**config.mk**
```make
export PLATFORM = sky130hd
export DESIGN_NAME = ptch_pid_seq
export DESIGN_NICKNAME = d
export VERILOG_FILES = /design/src/rtl/seg_pkg.sv /design/src/rtl/sat_signed.sv /design/src/rtl/ptch_pid_seq.sv
export SDC_FILE = /design/constraint.sdc
export NUM_CORES = 1
export LEC_CHECK = 0
export BUFFER_PORTS_ARGS = -buffer_cell sky130_fd_sc_hd__buf_2
export CORE_MARGIN = 3
export CORE_UTILIZATION = 55
export CTS_CLUSTER_SIZE = 30
export DETAILED_ROUTE_END_ITERATION = 10
export GPL_ROUTABILITY_DRIVEN = 1
export HOLD_SLACK_MARGIN = 0.1
export PLACE_DENSITY_LB_ADDON = 0.12
export REMOVE_ABC_BUFFERS = 1
export SLEW_MARGIN = 10
export SYNTH_ARGS = -nofsm -noshare
export SYNTH_HDL_FRONTEND = slang
export SYNTH_SLANG_ARGS = --single-unit
```
**constraint.sdc**
```tcl
create_clock -name clk -period 3.5 [get_ports clk]
set_input_delay 0.7 -clock clk [delete_from_list [all_inputs] [get_ports clk]]
set_output_delay 0.7 -clock clk [all_outputs]
set_load 0.005 [all_outputs]
```
**src/rtl/seg_pkg.sv**
```systemverilog
// ============================================================================
// Package : seg_pkg
// Brief   : Widths, saturation limits and FSM encoding for the pitch PID path.
// Rev     : 1.0  initial release
// ============================================================================
`default_nettype none

package seg_pkg;

    localparam int PTCH_W  = 16;
    localparam int ERR_W   = 10;
    localparam int DDIFF_W = 7;
    localparam int INTEG_W = 18;

    localparam int ERR_MAX   = 511;
    localparam int ERR_MIN   = -512;
    localparam int DDIFF_MAX = 63;
    localparam int DDIFF_MIN = -64;

    typedef enum logic [1:0] {
        IDLE  = 2'd0,
        SAT   = 2'd1,
        INTEG = 2'd2,
        DONE  = 2'd3
    } pid_state_t;

endpackage

`default_nettype wire

```
**src/rtl/sat_signed.sv**
```systemverilog
// ============================================================================
// Module  : sat_signed
// Brief   : Combinational signed clamp from IN_W bits down to OUT_W bits.
// Rev     : 1.0  initial release
// ============================================================================
`default_nettype none

module sat_signed #(
    parameter int IN_W  = 16,
    parameter int OUT_W = 10,
    parameter int MAX_V = 2**(OUT_W-1) - 1,
    parameter int MIN_V = -(2**(OUT_W-1))
) (
    input  logic signed [IN_W-1:0]  d_i,
    output logic signed [OUT_W-1:0] q_o
);

    localparam logic signed [IN_W-1:0]  c_hi_in  = IN_W'(MAX_V);
    localparam logic signed [IN_W-1:0]  c_lo_in  = IN_W'(MIN_V);
    localparam logic signed [OUT_W-1:0] c_hi_out = OUT_W'(MAX_V);
    localparam logic signed [OUT_W-1:0] c_lo_out = OUT_W'(MIN_V);

    always_comb begin
        q_o = d_i[OUT_W-1:0];
        if (d_i > c_hi_in) begin
            q_o = c_hi_out;
        end else if (d_i < c_lo_in) begin
            q_o = c_lo_out;
        end
    end

endmodule

`default_nettype wire

```
**src/rtl/ptch_pid_seq.sv**
```systemverilog
// ============================================================================
// Module  : ptch_pid_seq
// Brief   : Turns pitch samples into saturated P, I and D error terms.
//           Define PTCH_I_ANTIWINDUP_EN to hold the integrator on overflow.
// Rev     : 1.0  initial release
// ============================================================================
`default_nettype none

module ptch_pid_seq
    import seg_pkg::*;
#(
    parameter int D_DEPTH = 2
) (
    input  logic                      clk,
    input  logic                      rst,
    input  logic signed [PTCH_W-1:0]  ptch,
    input  logic                      vld,
    input  logic                      pwr_up,
    output logic                      busy,
    output logic signed [ERR_W-1:0]   ptch_err_sat,
    output logic signed [ERR_W-1:0]   ptch_err_I,
    output logic signed [DDIFF_W-1:0] ptch_D_diff_sat,
    output logic                      terms_vld
);

    pid_state_t                state_q;
    logic signed [PTCH_W-1:0]  sample_q;
    logic signed [ERR_W-1:0]   err_q;
    logic signed [INTEG_W-1:0] acc_q;
    logic signed [ERR_W-1:0]   hist_q [D_DEPTH];
    logic                      busy_q;
    logic                      terms_vld_q;
    logic signed [ERR_W-1:0]   err_out_q;
    logic signed [ERR_W-1:0]   i_out_q;
    logic signed [DDIFF_W-1:0] d_out_q;

    logic signed [ERR_W-1:0]   err_sat_d;
    logic signed [ERR_W:0]     diff_d;
    logic signed [DDIFF_W-1:0] diff_sat_d;
    logic signed [INTEG_W-1:0] err_ext_d;
    logic signed [INTEG_W-1:0] acc_sum_d;
    logic signed [INTEG_W-1:0] acc_d;

    sat_signed #(
        .IN_W  (PTCH_W),
        .OUT_W (ERR_W),
        .MAX_V (ERR_MAX),
        .MIN_V (ERR_MIN)
    ) u_err_sat (
        .d_i (sample_q),
        .q_o (err_sat_d)
    );

    // Extend by one bit so the difference of two 10-bit terms cannot wrap.
    assign diff_d = {err_q[ERR_W-1], err_q}
                  - {hist_q[D_DEPTH-1][ERR_W-1], hist_q[D_DEPTH-1]};

    sat_signed #(
        .IN_W  (ERR_W + 1),
        .OUT_W (DDIFF_W),
        .MAX_V (DDIFF_MAX),
        .MIN_V (DDIFF_MIN)
    ) u_diff_sat (
        .d_i (diff_d),
        .q_o (diff_sat_d)
    );

    assign err_ext_d = {{(INTEG_W-ERR_W){err_q[ERR_W-1]}}, err_q};
    assign acc_sum_d = acc_q + err_ext_d;

`ifdef PTCH_I_ANTIWINDUP_EN
    logic ovf_d;
    assign ovf_d = (acc_q[INTEG_W-1] == err_ext_d[INTEG_W-1])
                && (acc_sum_d[INTEG_W-1] != acc_q[INTEG_W-1]);
    assign acc_d = ovf_d ? acc_q : acc_sum_d;
`else
    assign acc_d = acc_sum_d;
`endif

    always_ff @(posedge clk) begin
        if (rst) begin
            state_q     <= IDLE;
            sample_q    <= '0;
            err_q       <= '0;
            acc_q       <= '0;
            busy_q      <= 1'b0;
            terms_vld_q <= 1'b0;
            err_out_q   <= '0;
            i_out_q     <= '0;
            d_out_q     <= '0;
            for (int k = 0; k < D_DEPTH; k++) begin
                hist_q[k] <= '0;
            end
        end else begin
            case (state_q)
                IDLE: begin
                    terms_vld_q <= 1'b0;
                    if (vld) begin
                        sample_q <= ptch;
                        state_q  <= SAT;
                        busy_q   <= 1'b1;
                    end
                end
                SAT: begin
                    err_q   <= err_sat_d;
                    state_q <= INTEG;
                end
                INTEG: begin
                    // Outputs are registered here so they appear with DONE.
                    acc_q       <= acc_d;
                    hist_q[0]   <= err_q;
                    for (int k = 1; k < D_DEPTH; k++) begin
                        hist_q[k] <= hist_q[k-1];
                    end
                    err_out_q   <= err_q;
                    i_out_q     <= pwr_up ? acc_d[INTEG_W-1 -: ERR_W] : '0;
                    d_out_q     <= diff_sat_d;
                    terms_vld_q <= 1'b1;
                    state_q     <= DONE;
                end
                default: begin
                    terms_vld_q <= 1'b0;
                    busy_q      <= 1'b0;
                    state_q     <= IDLE;
                end
            endcase

            // Rider off: clear overrides any integrator/history update above.
            if (!pwr_up) begin
                acc_q <= '0;
                for (int k = 0; k < D_DEPTH; k++) begin
                    hist_q[k] <= '0;
                end
            end
        end
    end

    assign busy            = busy_q;
    assign terms_vld       = terms_vld_q;
    assign ptch_err_sat    = err_out_q;
    assign ptch_err_I      = i_out_q;
    assign ptch_D_diff_sat = d_out_q;

endmodule

`default_nettype wire

```
==> results of run 1 <==
-- cell usage after synthesis, types with 2 or more instances --
cell type / number / area (um^2)
a31oi_1: 3 / 18.8
nor3b_1: 2 / 15.0
o211ai_1: 4 / 30.0
nand2b_1: 15 / 93.8
fa_1: 2 / 40.0
or2_2: 2 / 12.5
inv_1: 21 / 78.8
and2_1: 3 / 18.8
and3_2: 2 / 15.0
a211oi_4: 2 / 40.0
nor2_1: 38 / 143
o21ai_0: 19 / 95.1
nor3_1: 8 / 40.0
mux2i_1: 19 / 190
or3_1: 5 / 31.3
clkbuf_1: 17 / 63.8
o21ai_1: 13 / 65.1
nand3_1: 3 / 15.0
nor2b_1: 6 / 37.5
a22o_1: 5 / 43.8
o21a_1: 3 / 22.5
dfxtp_1: 95 / 1900
xnor2_1: 9 / 78.8
a211oi_1: 7 / 52.6
nand2_1: 101 / 379
ha_1: 30 / 375
a21oi_1: 72 / 360
xor2_1: 6 / 52.6
o22ai_1: 2 / 12.5
buf_1: 4 / 15.0
nor4_1: 2 / 12.5
a21o_1: 11 / 82.6
-- sequential cells by signal, summed over array words and instances, names as in the netlist --
register,cells
state_q,2
acc_q,18
err_q,10
hist_q,20
terms_vld,1
ptch_D_diff_sat,7
ptch_err_I,10
busy,1
ptch_err_sat,10
sample_q,16
-- metal layers --
metal | track usage, % | vias to the layer above | routed length [um]
met4 | 8.30 | 0 | 222
met3 | 3.33 | 18 | 458
met1 | 28.4 | 1755 | 4650
met2 | 34.3 | 91 | 4530
li1 | - | 2025 | -
met5 | 0 | - | 0
-- final cells by class --
| cell class | count | area, um^2 | share of cell area, % |
|---|---|---|---|
| inverters | 22 | 82.6 | 1.57 |
| multi-input cells | 420 | 2650 | 50.5 |
| clock inverters | 5 | 62.6 | 1.19 |
| repair buffers | 52 | 270 | 5.15 |
| clock buffers | 11 | 151 | 2.88 |
| well taps | 105 | 131 | 2.50 |
| flip-flops and latches | 95 | 1900 | 36.2 |
-- where the power goes --
group	total, mW	switching, mW	internal (mW)
combinational	1.26	0.765	0.497
clock	0.758	0.384	0.374
sequential	1.34	0.117	1.22
-- worst min path at each step --
stage	from	endpoint	slack, ps	cells past startpoint
floorplan	acc_q[11]	acc_q[11]	430	2
global placement	ptch_err_I[4]	ptch_err_I[4]	430	2
detailed placement	ptch_err_I[1]	ptch_err_I[1]	440	2
CTS	ptch_err_I[1]	ptch_err_I[1]	460	2
global route	ptch_err_I[7]	ptch_err_I[7]	460	1
finish	ptch_err_I[3]	ptch_err_I[3]	450	2
-- cells by family (layout without fill, tap and decap cells) --
| group | Yosys count | count (layout) | synth area share, % |
|---|---|---|---|
| compound gates | 157 | 157 | 21.3 |
| xor+xnor | 16 | 16 | 3.26 |
| fa+ha+maj | 32 | 32 | 8.81 |
| buf+inv | 43 | 90 | 3.42 |
| flops | 95 | 95 | 40.3 |
| mux | 19 | 19 | 4.03 |
| simple gates | 196 | 196 | 18.8 |
-- stage by stage --
| stage | util [%] | area, um^2 | total power, mW |
|---|---|---|---|
| floorplan | - | 4640 | 2.29 |
| global placement | 61.0 | 5040 | 2.59 |
| detailed placement | 61.0 | 5040 | 2.62 |
| CTS | 63.6 | 5250 | 3.39 |
| global route | 63.6 | 5250 | 3.63 |
| finish | 63.6 | 5250 | 3.36 |
-- cells in the final DEF, fill, tap and decap left out, drive strengths merged, types with 2 or more instances in the layout --
| master | n |
|---|---|
| a211oi | 10 |
| a21boi | 2 |
| a21o | 12 |
| a21oi | 73 |
| a22o | 5 |
| a31oi | 3 |
| and2 | 3 |
| and3 | 3 |
| buf | 52 |
| clkbuf | 11 |
| clkinvlp | 2 |
| dfxtp | 95 |
| fa | 2 |
| ha | 30 |
| inv | 23 |
| mux2i | 19 |
| nand2 | 101 |
| nand2b | 16 |
| nand3 | 3 |
| nor2 | 38 |
| nor2b | 6 |
| nor3 | 8 |
| nor3b | 2 |
| nor4 | 2 |
| o211ai | 4 |
| o21a | 4 |
| o21ai | 32 |
| o21bai | 2 |
| o22ai | 2 |
| or2 | 2 |
| or3 | 5 |
| xnor2 | 9 |
| xor2 | 6 |
-- worst max-delay path, cell delays in order (launching register included) --
cell and delay (ps):
dfxtp_1 700, ha_1 410, a21oi_1 170, o21ai_1 180, a211oi_4 350, a211oi_4 120
a21boi_2 170, or4b_1 460
==> metrics.cfg, run 1 <==
[worst_setup_path]
rrSetupSlack_ps=850
endpoint=acc_q[17]
worstPathArrival_ps=2890
cp_data_required_time_ps=3740
worstSetupStartpoint=err_q[9]
r2r-start=err_q[9]
worstSetupPathType=flip-flop to flip-flop
path_max_fanout=15
cp-start-kind=flip-flop
timing.rr.end=acc_q[17]
reg2reg_depth=7
end_kind=flip-flop

[finish]
drive_above_1_share_pct=13.9
fillCellCount=753
nets=652
antenna_cells=0
syn2layout_area_growth_pct=11.4
fin_cells=710

[power_and_ir_drop]
irDropWorstVdd_mv=0.305
p_leak_nw=2.21
power.density_nw_per_um2=639

[route]
dr_total_vias=3889
ant_nets=0
routedWlPerCell_um=13.9
routed_wl_um=9860
drc=0
firstDrtPassIters=4
via_per_inst=5.48
drtIter0Drc=125

[grt]
first_global_vias=3747
overflow=0
grt_max_degree=37
antenna_found_initial=0
grt_usage_pct=21.1
grt_pass1_wl_um=17000

[sta]
fmax_ghz=0.377
fin_crit_sh_pct=75.8
slew_viol_final=0
fin_hold_ws_ps=450
rsz0062_at_grt=false
setup_ws_ps=847
worstMarginPinSlew_ps=742
setup_viol=0
skew_ps=12.2
post-route-min-period_ps=2650
hold_viol=0
final.setup.tns_ps=0
maxSlewHeadroom_pct=50.4

[yosys]
synthArstFlopShare_pct=0
synth-seq-cells=95
synth_cell_types=59
synth.cell_area_um2=4720
synth_ff_type=dfxtp_1
seq_area_frac_synth_pct=40.3
ys.warnings.count=0
avgSynthCellArea_um2=8.45
synth_edf_count=0
syn_inst=558

[die]
dieHeight_um=98.6
floorplan.die_area_um2=9720
ios=49
start_util_pct=57.1
die_x_um=98.6
coreArea_um2=8260
rows=33

[clock_tree]
cts-root-buf=clkbuf_8
clk_latency_ps=360
hold_buffers=0
htree_levels=3
cts_tree=built
path_clk_slew_ps=90
postCtsResizedCells=0
cts_inserted_buffers=9
cts_buffer_depth=2
cts_setup_buffers=0
cts_num_sinks=95

[placement]
hpwl_um=7130
pre_cts_slack_ps=873
port_buffers=48
place_inst=694
gp_congestion=0.868

[hold_path]
min_path_type=flip-flop to flip-flop

[flow_run]
drv_cap=0

[status]
status=finished, final reports clean

Power figures use the tool's default switching activity.
==> run 2, diff against run 1 <==
==> constraint.sdc (replaced) <==
create_clock -name clk -period 2.69 [get_ports clk]
set_input_delay 0.538 -clock clk [delete_from_list [all_inputs] [get_ports clk]]
set_output_delay 0.538 -clock clk [all_outputs]
set_load 0.005 [all_outputs]
==> metrics.cfg, run 2 (synthesis gave the netlist of run 1 again) <==
[status]
status=finished, final reports clean  ; unchanged

[power_and_ir_drop]
power.total_mw=4.53  ; was 3.36 mW
power.density_nw_per_um2=847  ; was 639 nW/um^2
irDropWorstVdd_mv=0.434  ; was 0.305 mV
p_leak_nw=2.28  ; was 2.21 nW

[grt]
overflow=0  ; unchanged
grt_usage_pct=20.9  ; was 21.1%
grt_pass1_wl_um=16800  ; was 17,000 um
antenna_found_initial=0  ; unchanged
first_global_vias=3737  ; was 3,747
grt_max_degree=49  ; was 37

[clock_tree]
cts_inserted_buffers=9  ; unchanged
cts_buffer_depth=2  ; unchanged
cts-root-buf=clkbuf_8  ; unchanged
clk_latency_ps=360  ; about the same
cts_num_sinks=95  ; unchanged
cts_tree=built  ; unchanged
path_clk_slew_ps=90  ; about the same
htree_levels=3  ; unchanged
hold_buffers=0  ; unchanged

[worst_setup_path]
worstPathArrival_ps=2750  ; was 2890 ps
rrSetupSlack_ps=180  ; was 850 ps
cp_data_required_time_ps=2930  ; was 3740 ps
end_kind=flip-flop  ; unchanged
path_max_fanout=12  ; was 15
cp-start-kind=flip-flop  ; unchanged
worstSetupPathType=flip-flop to flip-flop  ; unchanged

[sta]
maxSlewHeadroom_pct=51.6  ; was 50.4%
post-route-min-period_ps=2510  ; was 2650 ps
rsz0062_at_grt=false  ; unchanged
slew_viol_final=0  ; unchanged
final.setup.tns_ps=0  ; unchanged
fin_hold_ws_ps=403  ; was 450 ps
fmax_ghz=0.399  ; was 0.377 GHz
worstMarginPinSlew_ps=723  ; was 742 ps
setup_viol=0  ; unchanged
fin_crit_sh_pct=93.2  ; was 75.8%
skew_ps=6.92  ; was 12.2 ps
hold_viol=0  ; unchanged

[finish]
syn2layout_area_growth_pct=13.5  ; was 11.4%
largest_registers=hist_q: 20 flops, acc_q: 18 flops, sample_q: 16 flops  ; unchanged
drive_above_1_share_pct=15.7  ; was 13.9%
top_register=hist_q  ; unchanged
layout_common_cells=nand2_1, dfxtp_1, a21oi_1  ; unchanged
largest_reg_flops=20  ; unchanged
nets=660  ; was 652
antenna_cells=0  ; unchanged
stdcell_area_um2=5350  ; was 5250 um^2
postLayoutCoreUtil_pct=64.8  ; was 63.6%
final_common_cell=nand2_1  ; unchanged

[placement]
hpwl_um=7300  ; was 7130 um
gp_congestion=0.934  ; was 0.868
port_buffers=48  ; unchanged
post_dp_cell_area_um2=5100  ; was 5040 um^2

[route]
dr_total_vias=3900  ; was 3,889
routedWlPerCell_um=13.8  ; was 13.9 um
drc=0  ; unchanged
routed_wl_um=9910  ; was 9860 um
via_per_inst=5.43  ; was 5.48
wl_met1_um=4810  ; was 4650 um
top_layer=met4  ; unchanged
wl_met2_um=4530  ; about the same
drtIter0Drc=155  ; was 125
ant_nets=0  ; unchanged
met3_wirelength_um=445  ; was 458 um
firstDrtPassIters=4  ; unchanged

[die]
floorplan.die_area_um2=9720  ; unchanged
die_x_um=98.6  ; unchanged
rows=33  ; unchanged
ios=49  ; unchanged
dieHeight_um=98.6  ; unchanged
start_util_pct=57.1  ; unchanged
coreArea_um2=8260  ; unchanged

[flow_run]
drv_cap=0  ; unchanged

[hold_path]
min_path_type=input pin to flip-flop  ; was flip-flop to flip-flop

==> run 2: changes by cell type in the layout (fill, tap and decap cells not counted), sizes merged <==
cell,previous run,this run
clkinv,1,2
clkinvlp,2,1
buf,52,60
==> run 2: final timing paths <==
kind / startpoint / to / depth (start not counted)
worst max-delay path: err_q[9] / acc_q[17] / 7
worst min-delay path: ptch[11] / sample_q[11] / 3
worst max register to register: err_q[9] / acc_q[17] / 7
worst min register to register: ptch_err_I[3] / ptch_err_I[3] / 2
==> run 2: metal layers <==
metal / up-vias / track usage, %
met5: - / 0
met4: 0 / 7.88
met3: 10 / 3.26
met2: 81 / 33.8
met1: 1775 / 28.2
li1: 2034 / -
==> run 2: worst max-delay path, cell delays in order (launching register included) <==
cell and delay (ps):
dfxtp_1 630, ha_1 380, a21oi_1 150, o21ai_1 140
a211oi_4 330, a211oi_4 120, a21boi_2 170, or4b_1 460
==> run 2: final cells by class <==
type,count,area (um^2)
inverters,22,82.6
clock buffers,11,151
clock inverters,5,63.8
fillers,742,2910
multi-input cells,420,2690
well taps,105,131
repair buffers,60,330
flip-flops and latches,95,1900
==> run 2: where the power goes <==
group,switching (mW),total [mW],internal (mW)
sequential,0.135,1.72,1.58
clock,0.515,1.00,0.489
combinational,1.10,1.81,0.713
==> run 2: stage by stage <==
stage	std cells	worst slack (ps)
3_3_place_gp	702	200
5_1_grt	718	16.6
4_1_cts	718	79.4
3_5_place_dp	702	106
2_1_floorplan	537	-628
6_report	718	183
==> run 2: timing repair <==
item / 4_1_cts / 5_1_grt
gates resized for setup: 0 / 5
endpoints found under the setup margin: 0 / 6
setup buffers: 0 / 0
